===== src/rtl/rr_arb8_if.sv =====
// rr_arb8_if
// Request/grant bundle for the eight-way round-robin arbiter.
//   en       - arbitration enable (from requesting side)
//   req[7:0] - request lines, bit i belongs to requester i
//   gnt[7:0] - registered one-hot grant
//   gnt_idx  - binary index of the granted requester, 0 when idle
//   gnt_vld  - high exactly when gnt is nonzero
//   timeout  - one-cycle pulse when the watchdog revokes a grant
// master: the requesting side. slave: the arbiter.
interface rr_arb8_if;
  logic       en;
  logic [7:0] req;
  logic [7:0] gnt;
  logic [2:0] gnt_idx;
  logic       gnt_vld;
  logic       timeout;

  modport master (
    output en, req,
    input  gnt, gnt_idx, gnt_vld, timeout
  );

  modport slave (
    input  en, req,
    output gnt, gnt_idx, gnt_vld, timeout
  );
endinterface


===== src/rtl/rr_arb8.sv =====
// rr_arb8
// Round-robin arbiter for eight requesters sharing one resource. A grant is
// issued from IDLE to the first requester found searching upward from the
// rotating pointer, then held until the owner drops its request or en goes
// low. Every release passes through one IDLE cycle, so grants never abut.
//
// Ports:
//   clk    - rising-edge clock
//   rst_n  - asynchronous active-low reset
//   bus    - rr_arb8_if.slave (en, req in; gnt, gnt_idx, gnt_vld, timeout out)
//
// Parameter:
//   TIMEOUT - maximum consecutive grant cycles per owner (2..255), only
//             meaningful when the watchdog is built.
//
// Build option:
//   ARB_TIMEOUT_EN - when defined, a hold counter revokes a grant after
//                    TIMEOUT cycles and pulses timeout; when undefined no
//                    counter exists and timeout is tied low.
module rr_arb8 #(
  parameter int TIMEOUT = 16
) (
  input logic       clk,
  input logic       rst_n,
  rr_arb8_if.slave  bus
);

  if (TIMEOUT < 2 || TIMEOUT > 255) begin : g_bad_timeout
    $error("rr_arb8: TIMEOUT must be within 2..255");
  end

  typedef enum logic {
    IDLE,
    GRANT
  } state_t;

  state_t     state;
  state_t     state_nxt;
  logic [7:0] gnt_q;
  logic [7:0] gnt_nxt;
  logic [2:0] idx_q;
  logic [2:0] idx_nxt;
  logic       vld_q;
  logic       vld_nxt;
  logic [2:0] ptr;
  logic [2:0] ptr_nxt;
  logic [2:0] pick;
  logic       found;
  logic       hold_expired;

  // First requester at or above ptr, wrapping 7 -> 0. The 3-bit sum wraps
  // naturally, so the loop walks ptr, ptr+1, ... ptr+7 modulo 8.
  always_comb begin
    pick  = 3'd0;
    found = 1'b0;
    for (int i = 0; i < 8; i++) begin
      if (!found && bus.req[ptr + 3'(i)]) begin
        pick  = ptr + 3'(i);
        found = 1'b1;
      end
    end
  end

`ifdef ARB_TIMEOUT_EN
  localparam logic [7:0] HOLD_LAST = 8'(TIMEOUT - 1);

  logic [7:0] hold_cnt;
  logic       timeout_q;
  logic       watchdog_fire;

  // Counter reads 0 in the first grant cycle, so reaching TIMEOUT-1 means
  // the grant has been visible for TIMEOUT cycles at the coming edge.
  assign hold_expired  = (state == GRANT) && (hold_cnt == HOLD_LAST);

  // The pulse is only a watchdog event when the owner would otherwise
  // have kept the grant; a normal release on the same edge wins.
  assign watchdog_fire = hold_expired && bus.en && bus.req[idx_q];

  // Hold counter runs only while a grant persists and restarts on entry.
  always_ff @(posedge clk or negedge rst_n) begin
    if (!rst_n) begin
      hold_cnt  <= 8'd0;
      timeout_q <= 1'b0;
    end else begin
      timeout_q <= watchdog_fire;
      if (state == GRANT && state_nxt == GRANT) begin
        hold_cnt <= hold_cnt + 8'd1;
      end else begin
        hold_cnt <= 8'd0;
      end
    end
  end

  assign bus.timeout = timeout_q;
`else
  assign hold_expired = 1'b0;
  assign bus.timeout  = 1'b0;
`endif

  // Next-state and next-output logic. Release clears all grant outputs
  // together and advances the pointer past the previous owner.
  always_comb begin
    state_nxt = state;
    gnt_nxt   = gnt_q;
    idx_nxt   = idx_q;
    vld_nxt   = vld_q;
    ptr_nxt   = ptr;
    case (state)
      IDLE: begin
        gnt_nxt = 8'h00;
        idx_nxt = 3'd0;
        vld_nxt = 1'b0;
        if (bus.en && found) begin
          state_nxt = GRANT;
          gnt_nxt   = 8'(1) << pick;
          idx_nxt   = pick;
          vld_nxt   = 1'b1;
        end
      end
      GRANT: begin
        if (!bus.en || !bus.req[idx_q] || hold_expired) begin
          state_nxt = IDLE;
          gnt_nxt   = 8'h00;
          idx_nxt   = 3'd0;
          vld_nxt   = 1'b0;
          ptr_nxt   = idx_q + 3'd1;
        end
      end
      default: begin
        state_nxt = IDLE;
        gnt_nxt   = 8'h00;
        idx_nxt   = 3'd0;
        vld_nxt   = 1'b0;
      end
    endcase
  end

  // State, pointer and registered grant outputs.
  always_ff @(posedge clk or negedge rst_n) begin
    if (!rst_n) begin
      state <= IDLE;
      ptr   <= 3'd0;
      gnt_q <= 8'h00;
      idx_q <= 3'd0;
      vld_q <= 1'b0;
    end else begin
      state <= state_nxt;
      ptr   <= ptr_nxt;
      gnt_q <= gnt_nxt;
      idx_q <= idx_nxt;
      vld_q <= vld_nxt;
    end
  end

  assign bus.gnt     = gnt_q;
  assign bus.gnt_idx = idx_q;
  assign bus.gnt_vld = vld_q;

endmodule


===== src/flat_wrapper.sv =====
// flat-port wrapper written by rule: the top's interface ports become plain ports
module rr_arb8_flat 
#(
  parameter int TIMEOUT = 16
)
  (clk, rst_n, bus_en, bus_req, bus_gnt, bus_gnt_idx, bus_gnt_vld, bus_timeout);
  rr_arb8_if bus_i ();
  input logic clk;
  input logic rst_n;
  input wire logic [$bits(bus_i.en)-1:0] bus_en;
  input wire logic [$bits(bus_i.req)-1:0] bus_req;
  output wire logic [$bits(bus_i.gnt)-1:0] bus_gnt;
  output wire logic [$bits(bus_i.gnt_idx)-1:0] bus_gnt_idx;
  output wire logic [$bits(bus_i.gnt_vld)-1:0] bus_gnt_vld;
  output wire logic [$bits(bus_i.timeout)-1:0] bus_timeout;
  assign bus_i.en = bus_en;
  assign bus_i.req = bus_req;
  assign bus_gnt = bus_i.gnt;
  assign bus_gnt_idx = bus_i.gnt_idx;
  assign bus_gnt_vld = bus_i.gnt_vld;
  assign bus_timeout = bus_i.timeout;
  rr_arb8 #(.TIMEOUT(TIMEOUT)) u_core (.clk(clk), .rst_n(rst_n), .bus(bus_i));
endmodule

===== config.mk =====
export PLATFORM = sky130hd
export DESIGN_NAME = rr_arb8_flat
export DESIGN_NICKNAME = d
export VERILOG_FILES = /design/src/rtl/rr_arb8_if.sv /design/src/rtl/rr_arb8.sv /design/src/flat_wrapper.sv
export SDC_FILE = /design/constraint.sdc
export NUM_CORES = 1
export LEC_CHECK = 0
export ABC_AREA = 1
export CAP_MARGIN = 20
export CORE_ASPECT_RATIO = 1.5
export CORE_MARGIN = 5
export CORE_UTILIZATION = 68
export CTS_CLUSTER_SIZE = 20
export DETAILED_ROUTE_END_ITERATION = 10
export DONT_BUFFER_PORTS = 1
export HOLD_SLACK_MARGIN = 0.05
export PLACE_DENSITY = 0.82
export SYNTH_ARGS = -nofsm -noshare
export SYNTH_HDL_FRONTEND = slang
export SYNTH_SLANG_ARGS = --single-unit

===== constraint.sdc =====
create_clock -name clk -period 5.39 [get_ports clk]
set_input_delay 0.539 -clock clk [delete_from_list [all_inputs] [get_ports clk]]
set_output_delay 0.539 -clock clk [all_outputs]
set_load 0.05 [all_outputs]

## Word-level counts from Yosys, hierarchy flattened

Index checks and enable logic that the tools add are counted.

- Memories kept: 0
- Bits in writable memories: 0
- Bits in read-only memories: 0
- Bits in latches: 0
- Flip-flop bits (word level): 16

- Equal/unequal tests: 1
- Add/sub/neg operators: 8
- Multipliers: 0
- Muxes and demuxes: 45
- Div/mod/pow operators: 0
- Order comparisons: 9
- Reduce and logical (&&, ||, !) cells: 19
- Bitwise logic cells: 1
- Shifts and indexed selects: 1

Operators by type and width:

| operator | number |
|---|---|
| 3-bit by 4-bit < comparator with 1-bit output, second input constant | 9 |
| 3-bit two-way mux | 10 |
| 1-bit binary-select mux with 3-bit select | 9 |
| 1-bit two-way mux | 20 |
| 8-bit two-way mux | 2 |
| 8-bit case mux with 2 select lines | 1 |
| 3-bit adder, second input constant | 4 |
| 1-bit zero test | 9 |
| 1-bit logical AND | 8 |
| 1-bit by 3-bit left shift with 8-bit output, first input constant | 1 |
| 3-bit by 1-bit adder with 3-bit output, second input constant | 2 |
| 3-bit by 2-bit adder with 3-bit output, second input constant | 2 |
| 3-bit case mux with 2 select lines | 1 |
| 1-bit case mux with 2 select lines | 2 |
| 2-bit inequality test, second input constant | 1 |
| 2-bit AND reduction | 1 |
| 1-bit logical OR | 1 |
| 1-bit NOT | 1 |

## Longest topological paths before layout

Gate-level depths: netlist of run 1.

- Depth in word-level cells: 27
- Gate-level depth with buffers: 20
- Depth with buffers taken out: 18

## Least setup slack after synthesis of run 1

OpenSTA, ideal clock, no wires.

- Kind: register to register
- Start point: register u_core.ptr[0]
- End point: register u_core.gnt_q[4] (netlist: u_core.bus.gnt[4])
- Setup slack: 2.978 ns
- Setup time: 0.118 ns
- Stages on the path, launching flop included: 17
- Required time: 5.272 ns
- Arrival: 2.294 ns
- Buffers on the path: 2
- Path through: dfrtp_1 -> inv_2 -> buf_6 -> ha_1 -> buf_2 -> inv_2 -> nand3_2 -> nand3_1 -> nand2_2 -> nor2_4 -> nand4_4 -> nor2_4 -> nand4_1 -> nand3_1 -> nor2_1 -> nand2_1 -> nand2_1

- Word-level cells in the longest chain between the ends: 27
- Elaborated cells between the ends (all ways): 57
- Those cells by class: add/sub (7); shift (1); mux (34); reduce/logical (15)

Ends and longest elaborated chain:

| what | line | text |
|---|---|---|
| from (decl) | rr_arb8.sv:45 | `logic [2:0] ptr;` |
| from (signal assigned) | rr_arb8.sv:148 | `ptr <= ptr_nxt;` |
| branches (longest 25 deep; another with 3-bit by 1-bit adder with 3-bit output) | - |  |
| 8-bit two-way mux * | rr_arb8.sv:113 | `if (bus.en && found) begin` |
| 8-bit case mux with 2 select lines * | rr_arb8.sv:108 | `case (state)` |
| to (signal assigned) | rr_arb8.sv:149 | `gnt_q <= gnt_nxt;` |
| to (decl) | rr_arb8.sv:39 | `logic [7:0] gnt_q;` |

Mark *: on every way between the ends. The select of a mux whose other input is x is not followed.
A chain may end at the register's enable or synchronous reset.

## Worst setup path in the final report of run 1

- Start point: register u_core.ptr[0]
- End point: register u_core.gnt_q[7] (netlist: u_core.bus.gnt[7])

The elaborated chain is that of the path after synthesis.

==> qor.yml, run 1 <==
outcome:
  status: "complete, no violations"
final_layout:
  drive_above_1_share_pct: 12.1
  seq_area_sq_um: 400
  multi_input_area_sq_um: 1040
  fill_cells: 200
  antenna_cells: 0
  nNetsFinal: 255
  area_delta_synth_final_pct: 0.881
yosys:
  synth_top_area_cell: "dfrtp_1"
  synth_top_family_by_area: "simple AND/OR/NAND/NOR gates"
  synth_area_per_cell_sq_um: 6.45
  yosys.area_share.simple_pct: 51.0
  synth_xor_area_share_pct: 4.33
  ys_async_sr_fraction_pct: 100
  yosysSeqAreaShare_pct: 25.6
  synth_area_leaders: "dfrtp_1 (26%), nand2_1 (18%), nand3_1 (13%), nor2_1 (6.7%), inv_1 (3.6%)"
  netlist_area_sq_um: 1560
  synth_top_area_share_pct: 25.6
  ys_types: 34
  synth_flop_cell: "dfrtp_1"
  synth_compound_area_share_pct: 7.85
  yosys-mux-area-fraction_pct: 0.641
  synth_fa_ha_area_share_pct: 2.40
  synth-seq-cells: 16
  synth_warnings: 0
  syn_nets: 256
  yosysMostFrequentCell: "nand2_1"
  synth_enable_flop_cells: 0
  synth_common_cells: "nand2_1 (73), nand3_1 (41), nor2_1 (28)"
  synthCells: 242
global_routing:
  grt_max_degree: 17
  use_met1_pct: 27.8
  overflow: 0
  track_usage_pct: 27.5
  antenna_found_initial: 0
  grt_pass1_vias: 1593
  grt_util_met3_pct: 4.95
  grt_util_met2_pct: 50.8
  grt-busiest-layer: "met2"
  grt_pass1_wl_mm: 7.20
clock_network:
  clock_latency_ps: 300
  clockRootBuffer: "clkbuf_4"
  cts.sinks: 16
  htree_levels: 1
  cts_tree: "built"
  cts_made_buffers: 3
  ctsResizeCount: 0
  clk_path_buf_depth: 2
  cts.clk_slew.worst_paths_ps: 80
die:
  coreArea_sq_um: 2210
  die_w_um: 49.1
  start_util_pct: 70.7
  fp.dieH_um: 68.7
  ios: 24
  dieArea_sq_um: 3370
  num_rows: 21
worst_hold_path:
  hold_class: "in2reg"
sta:
  slew_headroom_pct: 48.2
  fmax_ghz: 0.312
  tightest_slew_ps: 774
  hold_viol: 0
  period_needed_ps: 3210
  drv_slew: 0
  setup_viol: 0
  skew_ps: 1.29
  finalCritPeriodShare_pct: 59.5
  rsz0062_at_grt: "no"
  timing.setup.tns_ps: 0
critical_path:
  crit_fanout: 15
  r2r_slack_ps: 2180
  cp.arrival_ps: 3430
  crit_path_start_kind: "register"
  crit_required_ps: 5620
  path_class: "reg2reg"
  endpoint_kind: "register"
detailed_routing:
  wl_per_cell_um: 15.8
  drt-total-wl_mm: 4.13
  drtPass1Iterations: 5
  ant_nets: 0
  vias_per_cell: 6.11
  vias: 1602
  drt-initial-drc-count: 56
  drc: 0
placed_design:
  dp_hpwl_mm: 3.37
  place.gp.congestion: 0.885
  portBuffers: 0
job:
  cap_violations: 0
## area by class of cell
type | count | share of cell area (%)
Tap cell | 23 | 1.83
Clock buffer | 3 | 1.43
Sequential cell | 16 | 25.4
Inverter | 20 | 4.77
Multi-Input combinational cell | 199 | 65.9
Timing Repair Buffer | 1 | 0.635
## path summary, 6_finish.rpt
| kind | startpoint | to | cells past startpoint |
|---|---|---|---|
| setup / recovery | u_core.ptr[0]$_DFFE_PN0P_ | u_core.bus.gnt[7]$_DFFE_PN0P_ | 13 |
| setup reg to reg | u_core.ptr[0]$_DFFE_PN0P_ | u_core.bus.gnt[7]$_DFFE_PN0P_ | 13 |
| hold / removal | bus_en | u_core.bus.gnt_vld$_DFFE_PN0P_ | 4 |
| min in group asynchronous | rst_n | u_core.ptr[1]$_DFFE_PN0P_ | 1 |
| hold reg to reg | u_core.state$_DFF_PN0_ | u_core.ptr[1]$_DFFE_PN0P_ | 2 |
| max in group asynchronous | rst_n | u_core.bus.gnt[5]$_DFFE_PN0P_ | 1 |
## worst max-delay path, cell delays in order (launching register included)
cell	delay, ps
dfrtp_1	640
inv_2	230
ha_1	490
inv_2	190
nand3_1	110
nand2_1	130
nor2_1	70
a31oi_2	300
inv_2	80
nor2_4	190
nand4_1	160
nand3_1	240
nand2_1	120
o21ai_1	160
## through the flow
step	instances	cell area [sq um]	util [%]	worst slack (ps)	hold WS (ps)
after floorplan	242	1560	-	2980	243
after global placement	258	1540	69.9	2430	244
after detailed placement	258	1540	69.9	2290	244
after CTS	262	1580	71.4	2240	591
after global routing	262	1580	71.4	1910	616
final	262	1580	71.4	2180	598
## what timing repair did
item                       in CTS  in global routing
setup buffers                   0                  0
hold endpoints to repair       16                  0
hold buffers                    1                  0
setup endpoints to repair       0                  0
## layout by cell type (no fill, tap or decap)
cell type | netlist | final
nand2_1 | 73 | 73
nand3_1 | 41 | 41
nor2_1 | 28 | 28
dfrtp_1 | 16 | 16
inv_1 | 15 | 15
nand2_2 | 7 | 7
o21ai_0 | 6 | 6
nand4_1 | 6 | 6
inv_2 | 5 | 5
o21ai_1 | 5 | 5
nand3_2 | 4 | 4
a21oi_1 | 3 | 3
xnor2_1 | 3 | 3
nor2_4 | 3 | 3
ha_1 | 3 | 3
clkbuf_4 | 0 | 3
xor2_2 | 2 | 2
nor3_1 | 2 | 2
mux2i_1 | 1 | 1
o32ai_1 | 1 | 1
o221ai_1 | 1 | 1
a31oi_2 | 1 | 1
nor2_2 | 1 | 1
xor2_1 | 1 | 1
nand4_4 | 1 | 1
nand3b_1 | 1 | 1
nand4_2 | 1 | 1
a21boi_0 | 1 | 1
o22ai_1 | 1 | 1
a21oi_2 | 1 | 1
conb_1 | 1 | 1
dlygate4sd3_1 | 0 | 1
## routing by layer
layer  part of all wire [%]  up-vias
li1                       -      792
met1                     35      723
met2                     55       71
met3                    6.2       16
met4                    4.0        0
met5                      0        -
## registers in the layout (all words and copies together) (netlist names)
signal,count
u_core.bus.gnt,8
u_core.bus.gnt_idx,3
u_core.ptr,3
u_core.bus.gnt_vld,1
u_core.state,1
## cell families after synthesis
logic type,count (synthesis)
AND/OR/NAND/NOR,168
buffers and inverters,27
AO/OA/AOI/OAI,20
flip-flops,16
XOR/XNOR,6
adder cells (fa/ha/maj),3
other,1
multiplexers,1
Power of run 1 is left out: the tool's default activity adds up to more than one toggle a clock period on the data nets, which glitch-free logic cannot reach.
==> inputs of run 2 (changes only) <==
--- a/config.mk
+++ b/config.mk
@@ -9,12 +9,12 @@
 export CAP_MARGIN = 20
 export CORE_ASPECT_RATIO = 1.5
 export CORE_MARGIN = 5
-export CORE_UTILIZATION = 68
+export CORE_UTILIZATION = 63
 export CTS_CLUSTER_SIZE = 20
 export DETAILED_ROUTE_END_ITERATION = 10
 export DONT_BUFFER_PORTS = 1
 export HOLD_SLACK_MARGIN = 0.05
-export PLACE_DENSITY = 0.82
+export PLACE_DENSITY = 0.77
 export SYNTH_ARGS = -nofsm -noshare
 export SYNTH_HDL_FRONTEND = slang
 export SYNTH_SLANG_ARGS = --single-unit
==> constraint.sdc (replaced) <==
create_clock -name clk -period 3.3 [get_ports clk]
set_input_delay 0.33 -clock clk [delete_from_list [all_inputs] [get_ports clk]]
set_output_delay 0.33 -clock clk [all_outputs]
set_load 0.05 [all_outputs]
==> qor.yml, run 2 (synthesis gave the netlist of run 1 again) <==
final_layout:
  largest_reg_flops: 8  # unchanged
  area_delta_synth_final_pct: 3.29  # was 0.881%
  utilization_pct: 66.6  # was 71.4%
  mostFrequentLayoutCell: "nand2_1"  # unchanged
  multi_input_area_sq_um: 1040  # unchanged
  antenna_cells: 0  # unchanged
  fill_cells: 235  # was 200
  final_cell_mix: "nand2_1 (73), nand3_1 (41), nor2_1 (28), dfrtp_1 (16), inv_1 (15)"  # unchanged
  nNetsFinal: 258  # was 255
  seq_area_sq_um: 400  # unchanged
  drive_above_1_share_pct: 13.6  # was 12.1%
placed_design:
  dp_hpwl_mm: 3.40  # was 3.37 mm
  dp_slack_ps: 658  # was 2290 ps
  portBuffers: 0  # unchanged
  place.gp.congestion: 0.851  # was 0.885
sta:
  hold_viol: 0  # unchanged
  finalCritPeriodShare_pct: 81.3  # was 59.5%
  fin_ws_ps: 618  # was 2180 ps
  drv_slew: 0  # unchanged
  setup_viol: 0  # unchanged
  timing.setup.tns_ps: 0  # unchanged
  tightest_slew_ps: 753  # was 774 ps
  holdWs_ps: 423  # was 598 ps
  period_needed_ps: 2680  # was 3210 ps
  skew_ps: 1.18  # was 1.29 ps
  rsz0062_at_grt: "no"  # unchanged
  slew_headroom_pct: 49.6  # was 48.2%
  fmax_ghz: 0.373  # was 0.312 GHz
global_routing:
  overflow: 0  # unchanged
  grt_pass1_vias: 1741  # was 1,593
  antenna_found_initial: 0  # unchanged
  track_usage_pct: 25.9  # was 27.5%
  grt_max_degree: 17  # unchanged
  grt_pass1_wl_mm: 7.49  # was 7.20 mm
clock_network:
  cts.sinks: 16  # unchanged
  cts_hold_buf: 1  # unchanged
  cts.clk_slew.worst_paths_ps: 90  # was 80 ps
  clock_latency_ps: 290  # was 300 ps
  clockRootBuffer: "clkbuf_4"  # unchanged
  post_cts_buffers: 0  # unchanged
  cts_made_buffers: 3  # unchanged
  clk_path_buf_depth: 2  # unchanged
  cts_tree: "built"  # unchanged
  ctsResizeCount: 0  # unchanged
  htree_levels: 1  # unchanged
detailed_routing:
  ant_nets: 0  # unchanged
  drt-initial-drc-count: 100  # was 56
  vias: 1598  # was 1,602
  drtPass1Iterations: 4  # was 5
  drc: 0  # unchanged
  vias_per_cell: 5.99  # was 6.11
  drt-total-wl_mm: 4.13  # about the same
  wl_per_cell_um: 15.5  # was 15.8 um
critical_path:
  crit_family: "simple AND/OR/NAND/NOR gates"  # unchanged
  crit_required_ps: 3490  # was 5620 ps
  path_cells: "inv_2, ha_1, inv_2, nand3_1, nand2_1, nor2_1, a31oi_2, inv_2, nor2_4, nand4_1, nand3_1, nor2_1, nand2_1, nand2_1"  # was inv_2, ha_1, inv_2, nand3_1, nand2_1, nor2_1, a31oi_2, inv_2, nor2_4, nand4_1, nand3_1, nand2_1, o21ai_1
  slowest_stage: "dfrtp_1"  # unchanged
  r2r_slack_ps: 620  # was 2180 ps
  reg2reg_to: "u_core.bus.gnt[0]$_DFFE_PN0P_"  # was u_core.bus.gnt[7]$_DFFE_PN0P_
  crit-reg2reg-launch: "u_core.ptr[1]$_DFFE_PN0P_"  # was u_core.ptr[0]$_DFFE_PN0P_
  crit_fanout: 9  # was 15
  worst_r2r_path_depth: 14  # was 13
  cp.arrival_ps: 2870  # was 3430 ps
  path_buf_inv: 3  # unchanged
  crit_path_start_kind: "register"  # unchanged
  max_stage_delay_ps: 400  # was 640 ps
  endpoint_kind: "register"  # unchanged
  path_class: "reg2reg"  # unchanged
die:
  ios: 24  # unchanged
  die_w_um: 50.7  # was 49.1 um
  dieArea_sq_um: 3590  # was 3370 sq um
  start_util_pct: 64.5  # was 70.7%
  fp.dieH_um: 71.0  # was 68.7 um
  num_rows: 22  # was 21
  coreArea_sq_um: 2420  # was 2210 sq um
worst_hold_path:
  hold_end: "u_core.bus.gnt_vld$_DFFE_PN0P_"  # unchanged
  min_from: "bus_en"  # unchanged
  min_path_cells: 4  # unchanged
  hold_class: "in2reg"  # unchanged
outcome:
  status: "complete, no violations"  # unchanged
job:
  cap_violations: 0  # unchanged
run 2: layer usage:
metal / global-route usage [%] / wire length (um) / up-vias
met5: 0 / 0 / -
met4: 14.2 / 116 / 0
met3: 3.79 / 154 / 12
met2: 46.1 / 2370 / 46
met1: 28.1 / 1490 / 746
li1: - / - / 794
run 2: through the flow:
| step | std cells | area [sq um] |
|---|---|---|
| finish | 267 | 1610 |
| global route | 267 | 1610 |
| CTS | 267 | 1610 |
| detailed placement | 262 | 1570 |
| global placement | 262 | 1570 |
| floorplan | 242 | 1560 |
run 2: worst max path at each step:
stage,end,from,cells past startpoint
final,u_core.bus.gnt[0]$_DFFE_PN0P_,u_core.ptr[1]$_DFFE_PN0P_,14
after global routing,u_core.bus.gnt[0]$_DFFE_PN0P_,u_core.ptr[1]$_DFFE_PN0P_,14
after CTS,u_core.bus.gnt[0]$_DFFE_PN0P_,u_core.ptr[1]$_DFFE_PN0P_,14
after detailed placement,u_core.bus.gnt[0]$_DFFE_PN0P_,u_core.ptr[1]$_DFFE_PN0P_,14
after global placement,u_core.bus.gnt[0]$_DFFE_PN0P_,u_core.ptr[1]$_DFFE_PN0P_,14
after floorplan,u_core.bus.gnt[4]$_DFFE_PN0P_,u_core.ptr[0]$_DFFE_PN0P_,16
run 2: area by class of cell:
| type | count | area share [%] |
|---|---|---|
| tap | 24 | 1.86 |
| clock buffer | 4 | 2.25 |
| multi-input combinational | 199 | 64.4 |
| sequential | 16 | 24.8 |
| inverter | 20 | 4.65 |
| timing repair buffer | 4 | 2.02 |
run 2: worst reg2reg max path: stages (launching register included):
cell	delay, ps
dfrtp_1	400
inv_2	130
ha_1	380
inv_2	190
nand3_1	120
nand2_1	110
nor2_1	60
a31oi_2	350
inv_2	80
nor2_4	190
nand4_1	160
nand3_1	220
nor2_1	80
nand2_1	70
nand2_1	50
Power of run 2 is left out for the same reason.
==> inputs of run 3 (changes only) <==
==> constraint.sdc (replaced) <==
create_clock -name clk -period 2.6 [get_ports clk]
set_input_delay 0.26 -clock clk [delete_from_list [all_inputs] [get_ports clk]]
set_output_delay 0.26 -clock clk [all_outputs]
set_load 0.05 [all_outputs]
==> qor.yml, run 3 (synthesis gave the netlist of run 1 again) <==
worst_hold_path:
  hold_class: "in2reg"  # unchanged
die:
  start_util_pct: 64.5  # unchanged
  die_w_um: 50.7  # unchanged
  fp.dieH_um: 71.0  # unchanged
  coreArea_sq_um: 2420  # unchanged
  num_rows: 22  # unchanged
  dieArea_sq_um: 3590  # unchanged
  ios: 24  # unchanged
sta:
  period_needed_ps: 2390  # was 2680 ps
  slew_headroom_pct: 51.9  # was 49.6%
  finalCritPeriodShare_pct: 92.1  # was 81.3%
  tightest_slew_ps: 719  # was 753 ps
  fmax_ghz: 0.418  # was 0.373 GHz
  timing.setup.tns_ps: 0  # unchanged
  holdWs_ps: 327  # was 423 ps
  drv_slew: 0  # unchanged
  skew_ps: 0.695  # was 1.18 ps
  rsz0062_at_grt: "yes"  # was no
  hold_viol: 0  # unchanged
  setup_viol: 0  # unchanged
placed_design:
  place.gp.congestion: 0.981  # was 0.851
  dp_hpwl_mm: 3.42  # was 3.40 mm
  portBuffers: 0  # unchanged
  place_area_sq_um: 1610  # was 1570 sq um
clock_network:
  cts_made_buffers: 3  # unchanged
  htree_levels: 1  # unchanged
  cts_tree: "built"  # unchanged
  clk_path_buf_depth: 2  # unchanged
  cts.clk_slew.worst_paths_ps: 90  # about the same
  clockRootBuffer: "clkbuf_4"  # unchanged
  clock_latency_ps: 280  # was 290 ps
  cts.sinks: 16  # unchanged
global_routing:
  grt_pass1_wl_mm: 7.06  # was 7.49 mm
  track_usage_pct: 24.8  # was 25.9%
  antenna_found_initial: 0  # unchanged
  grt_pass1_vias: 1588  # was 1,741
  overflow: 0  # unchanged
  grt_max_degree: 17  # unchanged
final_layout:
  final_cell_mix: "nand2_1 (73), nand3_1 (40), nor2_1 (28), dfrtp_1 (16), inv_1 (15)"  # was nand2_1 (73), nand3_1 (41), nor2_1 (28), dfrtp_1 (16), inv_1 (15)
  finalInstanceArea_sq_um: 1670  # was 1610 sq um
  drive_above_1_share_pct: 16.9  # was 13.6%
  mostFrequentLayoutCell: "nand2_1"  # unchanged
  antenna_cells: 0  # unchanged
  nNetsFinal: 265  # was 258
  area_delta_synth_final_pct: 6.81  # was 3.29%
  largest_reg_flops: 8  # unchanged
critical_path:
  max_stage_delay_ps: 390  # was 400 ps
  endpoint_kind: "register"  # unchanged
  path_class: "reg2reg"  # unchanged
  crit_fanout: 14  # was 9
  crit_family: "simple AND/OR/NAND/NOR gates"  # unchanged
  path_buf_inv: 1  # was 3
  slowest_stage: "dfrtp_1"  # unchanged
  crit_path_start_kind: "register"  # unchanged
  crit_required_ps: 2780  # was 3490 ps
  path_cells: "buf_4, ha_1, xor2_2, nand3_1, nand2_2, nor2_4, nand4_4, nor2_4, nand4_1, nand3_2, nor2_1, nand2_1, nand2_1"  # was inv_2, ha_1, inv_2, nand3_1, nand2_1, nor2_1, a31oi_2, inv_2, nor2_4, nand4_1, nand3_1, nor2_1, nand2_1, nand2_1
  cp.arrival_ps: 2580  # was 2870 ps
detailed_routing:
  drtPass1Iterations: 4  # unchanged
  vias: 1629  # was 1,598
  ant_nets: 0  # unchanged
  vias_per_cell: 5.97  # was 5.99
  drc: 0  # unchanged
  drt-total-wl_mm: 4.13  # about the same
  drt-initial-drc-count: 61  # was 100
  wl_per_cell_um: 15.1  # was 15.5 um
job:
  cap_violations: 0  # unchanged
outcome:
  status: "complete, no violations"  # unchanged
==> run 3: worst paths after layout <==
path	from	to	slack (ps)	cells after the start
worst max-delay path	u_core.ptr[0]$_DFFE_PN0P_	u_core.bus.gnt[4]$_DFFE_PN0P_	210	13
worst min-delay path	bus_en	u_core.bus.gnt_vld$_DFFE_PN0P_	330	4
worst max register to register	u_core.ptr[0]$_DFFE_PN0P_	u_core.bus.gnt[4]$_DFFE_PN0P_	210	13
worst min register to register	u_core.state$_DFF_PN0_	u_core.ptr[1]$_DFFE_PN0P_	690	2
max in group asynchronous	rst_n	u_core.bus.gnt[5]$_DFFE_PN0P_	1680	1
min in group asynchronous	rst_n	u_core.bus.gnt_idx[1]$_DFFE_PN0P_	460	1
==> run 3: per-layer routing <==
layer	part of all wire, %	vias up	global-route usage, %	routed length [um]
met5	0	-	0	0
met4	1.7	0	12.5	69
met3	3.4	6	3.16	142
met2	57	43	44.2	2340
met1	38	770	27.8	1580
li1	-	810	-	-
==> run 3: final cells by class <==
type | count | area [sq um]
clock buffer | 3 | 22.5
fill | 225 | 754
inverter | 20 | 75.1
multi-input combinational | 199 | 1050
sequential | 16 | 400
tap | 24 | 30.0
timing repair buffer | 11 | 85.1
==> run 3: timing repair <==
| action | 4_1_cts | 5_1_grt |
|---|---|---|
| buffers inserted | 0 | 1 |
| hold endpoints to repair | 16 | 0 |
| resized for setup | 0 | 4 |
| setup endpoints to repair | 0 | 10 |
| hold buffers | 1 | 0 |
==> run 3: worst reg2reg max path, cell delays in order (launching register included) <==
cell and delay [ps]:
dfrtp_1 390, buf_4 190, ha_1 260, xor2_2 190, nand3_1 140, nand2_2 110, nor2_4 160, nand4_4 130
nor2_4 210, nand4_1 170, nand3_2 160, nor2_1 60, nand2_1 60, nand2_1 50
==> run 3: stage by stage <==
step / cells / utilization, % / worst slack [ps]
after floorplan: 242 / - / 188
after global placement: 268 / 66.5 / 230
after detailed placement: 268 / 66.5 / 157
after CTS: 272 / 67.9 / 144
after global routing: 273 / 68.9 / -2.45
final: 273 / 68.9 / 207
Power of run 3 is left out for the same reason.
